==> config.mk <==
export PLATFORM = sky130hd
export DESIGN_NAME = rgb_pwm_driver
export DESIGN_NICKNAME = d
export VERILOG_FILES = /design/src/rtl/rgb_pwm_driver.sv
export SDC_FILE = /design/constraint.sdc
export NUM_CORES = 1
export LEC_CHECK = 0
export BUFFER_PORTS_ARGS = -buffer_cell sky130_fd_sc_hd__buf_2
export CORE_ASPECT_RATIO = 1.2
export CORE_MARGIN = 2
export CORE_UTILIZATION = 58
export DETAILED_ROUTE_END_ITERATION = 8
export PLACE_DENSITY = 0.87
export SETUP_SLACK_MARGIN = 0.2
export SYNTH_ARGS = -nofsm -noshare
export SYNTH_HDL_FRONTEND = slang
export SYNTH_SLANG_ARGS = --single-unit
==> constraint.sdc <==
create_clock -name clk -period 2.1 [get_ports clk]
set_input_delay 0.21 -clock clk [delete_from_list [all_inputs] [get_ports clk]]
set_output_delay 0.21 -clock clk [all_outputs]
set_load 0.01 [all_outputs]
==> src/rtl/rgb_pwm_driver.sv <==
// RGB LED PWM driver with period-aligned double-buffered duties.
// Optional GAMMA_EN macro squares the intensity on load: (x*x+255)>>8.

module rgb_pwm_lane (
  input  logic       clk,
  input  logic       rst,
  input  logic       on,
  input  logic       run,
  input  logic       load,
  input  logic [7:0] pwm_cnt,
  input  logic [7:0] x,
  output logic       led
);
  logic [7:0] duty, duty_nxt;

`ifdef GAMMA_EN
  logic [15:0] sq;
  // 255*255 + 255 = 65280 still fits in 16 bits
  assign sq       = ({8'd0, x} * {8'd0, x}) + 16'd255;
  assign duty_nxt = sq[15:8];
`else
  assign duty_nxt = x;
`endif

  always_ff @(posedge clk or posedge rst) begin
    if (rst) begin
      duty <= '0;
      led  <= 1'b0;
    end else if (!on) begin
      duty <= '0;
      led  <= 1'b0;
    end else begin
      if (load) duty <= duty_nxt;
      // compares against the duty of the period in flight; the wrap-cycle
      // compare sees pwm_cnt==255 so the pin is low on that cycle
      led <= run & (pwm_cnt < duty);
    end
  end
endmodule

module rgb_pwm_driver #(
  parameter int PRESCALE = 4,
  parameter int PRE_W    = 16
) (
  input  logic       clk,
  input  logic       rst,
  input  logic       on,
  input  logic [7:0] r,
  input  logic [7:0] g,
  input  logic [7:0] b,
  output logic       led_r,
  output logic       led_g,
  output logic       led_b,
  output logic       period_start
);
  localparam int NUM_LANES = 3;
  localparam logic [PRE_W-1:0] PRE_MAX = PRE_W'(PRESCALE - 1);

  logic [PRE_W-1:0] pre_cnt;
  logic [7:0]       pwm_cnt;
  logic             run, tick, wrap, load;

  logic [NUM_LANES-1:0][7:0] lvl;
  logic [NUM_LANES-1:0]      leds;

  assign tick = run & (pre_cnt == PRE_MAX);
  assign wrap = tick & (pwm_cnt == 8'hff);
  assign load = on & (~run | wrap);

  always_ff @(posedge clk or posedge rst) begin
    if (rst) begin
      pre_cnt      <= '0;
      pwm_cnt      <= '0;
      run          <= 1'b0;
      period_start <= 1'b0;
    end else if (!on) begin
      pre_cnt      <= '0;
      pwm_cnt      <= '0;
      run          <= 1'b0;
      period_start <= 1'b0;
    end else begin
      run          <= 1'b1;
      period_start <= load;
      if (load) begin
        pre_cnt <= '0;
        pwm_cnt <= '0;
      end else if (tick) begin
        pre_cnt <= '0;
        pwm_cnt <= pwm_cnt + 8'd1;
      end else if (run) begin
        pre_cnt <= pre_cnt + 1'b1;
      end
    end
  end

  assign lvl = {b, g, r};

  genvar i;
  generate
    for (i = 0; i < NUM_LANES; i++) begin : g_lane
      rgb_pwm_lane u_lane (
        .clk     (clk),
        .rst     (rst),
        .on      (on),
        .run     (run),
        .load    (load),
        .pwm_cnt (pwm_cnt),
        .x       (lvl[i]),
        .led     (leds[i])
      );
    end
  endgenerate

  assign led_r = leds[0];
  assign led_g = leds[1];
  assign led_b = leds[2];
endmodule

; Word-level counts from Yosys, hierarchy flattened
; Index checks and enable logic that the tools add are counted.
[word_totals]
regBits = 53
output_inout_bits = 4
wordCells = 46
[classes]
n_addsub = 2
bitwise = 8
n_eq_ne = 5
n_mux = 18
order_cmp = 3
[op_table]
columns = operator, n
row1 = $mux W8, 9
row2 = $mux W16, 4
row3 = $lt A8 B8 Y1, 3
row4 = $add A16 B1 Y16 const B, 1
row5 = $eq A16 B2 Y1 const B, 1
row6 = $add A8 B1 Y8 const B, 1
row7 = $eq A8 B8 Y1 const B, 1
row8 = $and A1 B1 Y1, 6
row9 = $mux W1, 5
row10 = $ne A4 B1 Y1 const B, 1
row11 = $ne A3 B1 Y1 const B, 1
row12 = $ne A2 B1 Y1 const B, 1
row13 = $not A1 Y1, 1
row14 = $or A1 B1 Y1, 1

; Depth between registers and ports, before layout
; Gate-level depths: netlist of the first run.
[depth]
depth_word = 7
mapped_depth = 8
depth_no_buf = 7

; Cells and area by module
; A second synthesis of the first run with hierarchy kept.
[unflattened]
cells_unflattened = 285
area_unflattened_um2 = 2981.6
[modules_own_cells]
columns = module, cells_each, instances, area_per_inst_um2
row1 = rgb_pwm_lane, 50, 3, 548.0
row2 = rgb_pwm_driver, 135, 1, 1337.5

; Least setup slack after synthesis of the first run
; No wires, ideal clock.
[synth_path]
path_kind = reg2reg
from = register pre_cnt[0]
to = register pwm_cnt[7]
setup_slack_ps = 358
setup_ps = 72
arrival_time_ps = 1670
path_buffers = 1
stages_incl_launch_ff = 8
required_ps = 2028
path_cell_list = dfrtp_1 > ha_1 > nor4b_2 > a41o_1 > buf_6 > nand4_1 > mux2_1 > nor2_1
[synth_via]
elab_chain_cells = 7
word_cells_on_any_way = 8
cone_classes = eq/ne (2) / mux (2) / bitwise (4)
[synth_lines]
columns = item, line_no
row1 = "start, declared", 59  ; logic [PRE_W-1:0] pre_cnt;
row2 = "start signal, assigned", 91  ; pre_cnt <= pre_cnt + 1'b1;
row3 = $eq A16 B2 Y1 (*), 66  ; assign tick = run & (pre_cnt == PRE_MAX);
row4 = $and A1 B1 Y1 (*), 66
row5 = $and A1 B1 Y1, 67  ; assign wrap = tick & (pwm_cnt == 8'hff);
row6 = $or A1 B1 Y1, 68  ; assign load = on & (~run | wrap);
row7 = $and A1 B1 Y1, 68
row8 = $mux W8, 84  ; if (load) begin
row9 = $mux W8, 76  ; end else if (!on) begin
row10 = "end signal, assigned", 89  ; pwm_cnt <= pwm_cnt + 8'd1;
row11 = "end, declared", 60  ; logic [7:0] pwm_cnt;
; Mark *: on every way between the ends. The rest lies on a longest branch, timed or not.
; A chain may end at the register's enable or synchronous reset.

; Final worst setup path of the first run
[layout_path]
from = register pre_cnt[2]
to = register g_lane[0].u_lane.duty[2]
[layout_via]
elab_chain_cells = 6
[layout_lines]
columns = item, line_no
row1 = $eq A16 B2 Y1, 66
row2 = $and A1 B1 Y1, 66
row3 = $and A1 B1 Y1, 67
row4 = $or A1 B1 Y1, 68
row5 = $and A1 B1 Y1, 68
row6 = $ne A2 B1 Y1 (no line), -
row7 = "end signal, assigned", 33  ; if (load) duty <= duty_nxt;
row8 = "end, declared", 14  ; logic [7:0] duty, duty_nxt;
; Every way passes these cells.

==> results of run 1 <==
[worst max-delay path: cells and delay by family, from the launching register on]
kind | cells | cell delay [ns]
flip-flops | 1 | 0.45
buffers and inverters | 1 | 0.20
AND/OR/NAND/NOR | 3 | 0.70
AO/OA/AOI/OAI | 2 | 0.38
[cells by family after synthesis]
logic type                 share of synthesized area (%)
AOI/OAI and AO/OA                                   11.5
xor gates and xnor gates                            5.21
adders and majority gates                           10.1
buffers and inverters                               6.08
DFF                                                 46.4
muxes                                              0.394
and+or+nand+nor                                     20.3
[where the power goes]
part | internal, mW | switching [mW]
Combinational | 0.0812 | 0.117
Sequential | 1.05 | 0.0198
Clock | 0.232 | 0.324
Total | 1.37 | 0.460
[routing by layer]
layer / up-vias / track usage [%]
met1: 1130 / 29.0
li1: 1111 / -
met5: - / 0
met2: 59 / 42.3
met3: 16 / 5.12
met4: 0 / 10.8
[synth_stat cells]
cell,number
nor4_2,2
clkbuf_2,2
o2111ai_1,3
and3_1,5
a21oi_1,7
o21ai_2,1
nand3_1,30
xor2_1,9
nor4b_2,1
o21ai_1,6
xnor2_1,8
nor2_1,24
clkbuf_1,7
o211ai_1,1
buf_2,2
ha_1,23
nand2b_1,3
a21o_1,6
and4_1,1
nand4_2,1
or3_1,1
buf_6,3
nand2_1,33
and2_1,1
or3_4,1
mux2_1,1
dfrtp_1,53
a211oi_1,7
inv_1,25
a41o_1,1
nand4_1,8
or2_1,1
o21ai_0,23
nor3_1,4
or2_2,1
[through the flow]
step,instance area (µm²),hold WS [ns]
floorplan,2860,0.241
global placement,3080,0.298
detailed placement,3080,0.315
CTS,3190,0.132
global route,3260,0.136
finish,3260,0.131
[what timing repair did]
| item | CTS | global route |
|---|---|---|
| pin swaps | 0 | 1 |
| buffers inserted | 1 | 1 |
| hold buffers | 1 | 0 |
| hold endpoints to repair | 25 | 0 |
| cloned | 0 | 0 |
| gates resized for setup | 2 | 14 |
| setup endpoints to repair | 27 | 30 |
[final cells by class]
class	count	area (µm²)
Clock inverter	2	10.0
Tap cell	60	75.1
Inverter	25	93.8
Sequential cell	53	1330
Fill cell	384	1580
Clock buffer	6	72.6
Timing Repair Buffer	41	264
Multi-Input combinational cell	213	1410
[state kept, by name, indices dropped and copies added (netlist names)]
name and flops:
g_lane.u_lane.duty 24, pwm_cnt 8, period_start 1, pre_cnt 16
run 1, g_lane.u_lane.led 3
[worst min path at each step]
stage	from	to	slack [ns]	cells after the start
floorplan	on	run	0.24	0
global placement	rst	pre_cnt[10]	0.30	2
detailed placement	rst	pre_cnt[10]	0.31	2
CTS	b[2]	g_lane[2].u_lane.duty[2]	0.13	3
global route	g[6]	g_lane[1].u_lane.duty[6]	0.14	3
finish	g[4]	g_lane[1].u_lane.duty[4]	0.13	3
==> impl_metrics.env, run 1 <==
export IMPL_instances_no_fill=400
export IMPL_io_buffers=30
export IMPL_vias_per_cell=5.79
export IMPL_worstPathCellList="nor4_2, nand4_2, o21ai_4, buf_6, nand3_1, o21ai_1"
export IMPL_pre_cts_ws_ns=0.0982
export IMPL_max_stage_delay_ns=0.45
export IMPL_die_area_um2=5510
export IMPL_place_inst=389
export IMPL_fin_tns_setup_ns=0
export IMPL_synth_top_area_share_pct=46.4
export IMPL_crit_reg2reg_launch="pre_cnt[2]"
export IMPL_power_mw=1.83
export IMPL_first_pass_iters=4
export IMPL_cts_sinks=53
export IMPL_rsz0062_at_grt="true"
export IMPL_crit_slowest_cell="dfrtp_1"
export IMPL_cp_data_arrival_time_ns=2.03
export IMPL_setup_slack_ns=0.277
export IMPL_num_antenna_cells=0
export IMPL_drive_gt1_share_pct=18.2
export IMPL_ys_top_cells_by_area="dfrtp_1, ha_1, nand3_1"
export IMPL_wl_met1_um=2440
export IMPL_yosysWarnings=0
export IMPL_period_needed_ns=1.82
export IMPL_cp_required_ns=2.31
export IMPL_routed_wl_um=6170
export IMPL_cp_max_fo=20
export IMPL_routedWlPerCell_um=15.4
export IMPL_final_cell_mix="dfrtp_1, nand2_1, nand3_1, buf_2"
export IMPL_maxSlewHeadroom_pct=61.3
export IMPL_core_um2=4830
export IMPL_hold_violations=0
export IMPL_ant_nets=0
export IMPL_leakagePower_nw=1.49
export IMPL_finalSetupViolations=0
export IMPL_fin_nets=389
export IMPL_cp_start_kind="flip-flop"
export IMPL_r2r_end="g_lane[0].u_lane.duty[2]"
export IMPL_seq_area_frac_synth_pct=46.4
export IMPL_hold_class="in2reg"
export IMPL_crit_type="reg2reg"
export IMPL_grt_pass1_wl_um=10200
export IMPL_drv_slew=0
export IMPL_initial_core_util_pct=59.2
export IMPL_crit_path_end_kind="flip-flop"
export IMPL_cts_buffer_depth=2
export IMPL_syn2layout_area_growth_pct=13.9
export IMPL_num_rows=28
export IMPL_drc_errors=0
export IMPL_ir_worst_vdd_mv=0.434
export IMPL_gp_congestion=0.889
export IMPL_tritoncts="yes"
export IMPL_grt_total_usage_pct=24.5
export IMPL_numCtsBuffers=5
export IMPL_antenna_found_initial=0
export IMPL_startpoint="pre_cnt[2]"
export IMPL_wl_met3_um=230
export IMPL_synth_top_area_cell="dfrtp_1"
export IMPL_powerDensity_nw_per_um2=561
export IMPL_mostFrequentLayoutCell="dfrtp_1"
export IMPL_clock_skew_ns=0.0131
export IMPL_fin_crit_sh_pct=86.8
export IMPL_outcome="finished clean"
export IMPL_reg2regPathDepth=6
export IMPL_yosys_cell_types_count=35
export IMPL_dp_hpwl_um=4300
export IMPL_tightestPinTransition_ns=0.580
export IMPL_r2r_setup_slack_ns=0.28
export IMPL_highest_layer="met4"
export IMPL_ys_ff_latch=53
export IMPL_crit_end="g_lane[0].u_lane.duty[2]"
export IMPL_root_buffer="clkbuf_8"
export IMPL_vias=2316
export IMPL_die_w_um=68.1
export IMPL_max_freq_ghz=0.548
export IMPL_post_route_util_pct=67.4
export IMPL_wl_met2_um=3340
export IMPL_maxCapViolCount=0
export IMPL_globalRouteOverflowTotal=0
export IMPL_avgSynthCellArea_um2=9.38
export IMPL_syn_nets=355
export IMPL_insertion_delay_ns=0.30
export IMPL_synthCells=305
export IMPL_htree_levels=2
export IMPL_io_pins=31
export IMPL_synth_cell_area_um2=2860
export IMPL_clk_pin_slew_ns=0.10
export IMPL_die_h_um=80.9
export IMPL_dr_first_iter_drc_count=186
export IMPL_grt_pass1_vias=2271
export IMPL_grt_start_max_net_pins=51
No activity file was read; power rests on OpenSTA's default activity.
==> run 2, diff against run 1 <==
clock period = 1.7 ns   (was 2.1 ns; I/O delays follow)
==> impl_metrics.env, run 2 (synthesized netlist as in run 1, its figures left out) <==
export IMPL_io_buffers=30
export IMPL_ant_nets=0
export IMPL_die_w_um=68.1
export IMPL_routed_wl_um=10200
export IMPL_period_needed_ns=1.93
export IMPL_outcome="finished, violations left"
export IMPL_post_route_util_pct=81.2
export IMPL_drv_slew=0
export IMPL_routedWlPerCell_um=23.4
export IMPL_fin_crit_sh_pct=113
export IMPL_initial_core_util_pct=59.2
export IMPL_violations="DRC, setup timing"
export IMPL_num_rows=28
export IMPL_die_h_um=80.9
export IMPL_drc_errors=1
export IMPL_grt_pass1_wl_um=12600
export IMPL_dr_first_iter_drc_count=346
export IMPL_vias=2867
export IMPL_regMostFlops="g_lane.u_lane.duty"
export IMPL_maxCapViolCount=0
export IMPL_whs_ns=0.0373
export IMPL_tightestPinTransition_ns=0.500
export IMPL_reg_top3="g_lane.u_lane.duty x24, pre_cnt x16, pwm_cnt x8"
export IMPL_gp_congestion=0.909
export IMPL_max_freq_ghz=0.519
export IMPL_hold_class="in2reg"
export IMPL_clk_pin_slew_ns=0.12
export IMPL_leakagePower_nw=1.76
export IMPL_cp_start_kind="flip-flop"
export IMPL_syn2layout_area_growth_pct=37.3
export IMPL_hold_violations=0
export IMPL_mostFrequentLayoutCell="dfrtp_1"
export IMPL_ir_worst_vdd_mv=0.451
export IMPL_max_stage_delay_ns=0.43
export IMPL_cts_buffer_depth=2
export IMPL_grt_pass1_vias=2592
export IMPL_dp_hpwl_um=4470
export IMPL_numCtsBuffers=5
export IMPL_die_area_um2=5510
export IMPL_antenna_found_initial=0
export IMPL_setup_slack_ns=-0.227
export IMPL_worstPathCellList="ha_4, nand2_1, or3_4, o21ai_4, buf_6, buf_12, nand3_1, o21ai_1"
export IMPL_core_um2=4830
export IMPL_drive_gt1_share_pct=36.2
export IMPL_htree_levels=2
export IMPL_first_pass_iters=9
export IMPL_maxSlewHeadroom_pct=66.6
export IMPL_grt_total_usage_pct=31.0
export IMPL_final_area_um2=3930
export IMPL_cp_max_fo=11
export IMPL_num_antenna_cells=0
export IMPL_cts_sinks=53
export IMPL_cp_required_ns=1.94
export IMPL_root_buffer="clkbuf_8"
export IMPL_crit_type="reg2reg"
export IMPL_largest_reg_flops=24
export IMPL_power_mw=2.63
export IMPL_pre_cts_ws_ns=-0.115
export IMPL_clock_skew_ns=0.0258
export IMPL_powerDensity_nw_per_um2=670
export IMPL_crit_path_end_kind="flip-flop"
export IMPL_io_pins=31
export IMPL_crit_slowest_cell="dfrtp_2"
export IMPL_tritoncts="yes"
export IMPL_dpl_cell_area_um2=3240
export IMPL_fin_nets=425
export IMPL_grt_start_max_net_pins=49
export IMPL_final_cell_mix="dfrtp_1, nand2_1, buf_2, buf_4, inv_1"
export IMPL_rsz0062_at_grt="true"
export IMPL_insertion_delay_ns=0.33
export IMPL_cp_data_arrival_time_ns=2.16
export IMPL_finalSetupViolations=33
export IMPL_globalRouteOverflowTotal=0
export IMPL_vias_per_cell=6.58
## run 2: cell count changes in the layout (fill, tap and decap cells not counted), sizes merged
cell,change
buf,+34
bufinv,+1
clkbuf,+2
clkinv,-2
clkinvlp,+1
## run 2: power by group
| group | total, mW | internal, mW | leakage, nW | switching [mW] |
|---|---|---|---|---|
| Clock | 0.922 | 0.480 | 0.0574 | 0.443 |
| Sequential | 1.33 | 1.30 | 0.711 | 0.0272 |
| Combinational | 0.379 | 0.163 | 0.991 | 0.216 |
## run 2: critical path: cells and delay by family, from the launching register on
| family | cells | cell delay (ns) |
|---|---|---|
| AO/OA/AOI/OAI | 2 | 0.39 |
| buffers and inverters | 2 | 0.27 |
| flip-flops | 1 | 0.43 |
| adder cells (fa/ha/maj) | 1 | 0.16 |
| AND/OR/NAND/NOR | 3 | 0.57 |
## run 2: worst paths after layout
| path | startpoint | end | slack, ns | depth (start not counted) |
|---|---|---|---|---|
| worst max-delay path | pwm_cnt[1] | g_lane[1].u_lane.duty[5] | -0.23 | 8 |
| worst min-delay path | on | run | 0.04 | 1 |
| worst max register to register | pwm_cnt[1] | g_lane[1].u_lane.duty[5] | -0.23 | 8 |
| worst min register to register | g_lane[0].u_lane.duty[7] | g_lane[0].u_lane.duty[7] | 0.52 | 2 |
| max in group asynchronous | rst | pwm_cnt[2] | 0.74 | 4 |
| min in group asynchronous | rst | g_lane[1].u_lane.duty[1] | 0.37 | 3 |
## run 2: cell type report
cell class | count | area, µm²
Multi-Input combinational cell | 213 | 1640
Sequential cell | 53 | 1330
Fill cell | 250 | 908
Timing Repair Buffer | 77 | 663
Inverter | 25 | 93.8
Clock buffer | 6 | 82.6
Tap cell | 60 | 75.1
Clock inverter | 2 | 37.5
## run 2: metrics by stage
step	instances	TNS, ns
3_3_place_gp	406	-0.0318
3_5_place_dp	406	-1.17
2_1_floorplan	305	0
4_1_cts	427	-0.416
5_1_grt	436	-11.08
6_report	436	-5.69
## run 2: layer usage
layer,vias up,GRT usage [%],wire (µm)
li1,1188,-,-
met1,1366,37.4,3480
met2,233,51.9,4910
met3,80,6.79,1040
met4,0,14.6,755
met5,-,0,0
## run 2: repair_timing
action	4_1_cts	5_1_grt
buffers inserted	9	6
cloned	3	3
hold buffers	1	0
setup endpoints to repair	51	52
pin swaps	11	26
gates resized for setup	44	36
endpoints found under the hold margin	18	0
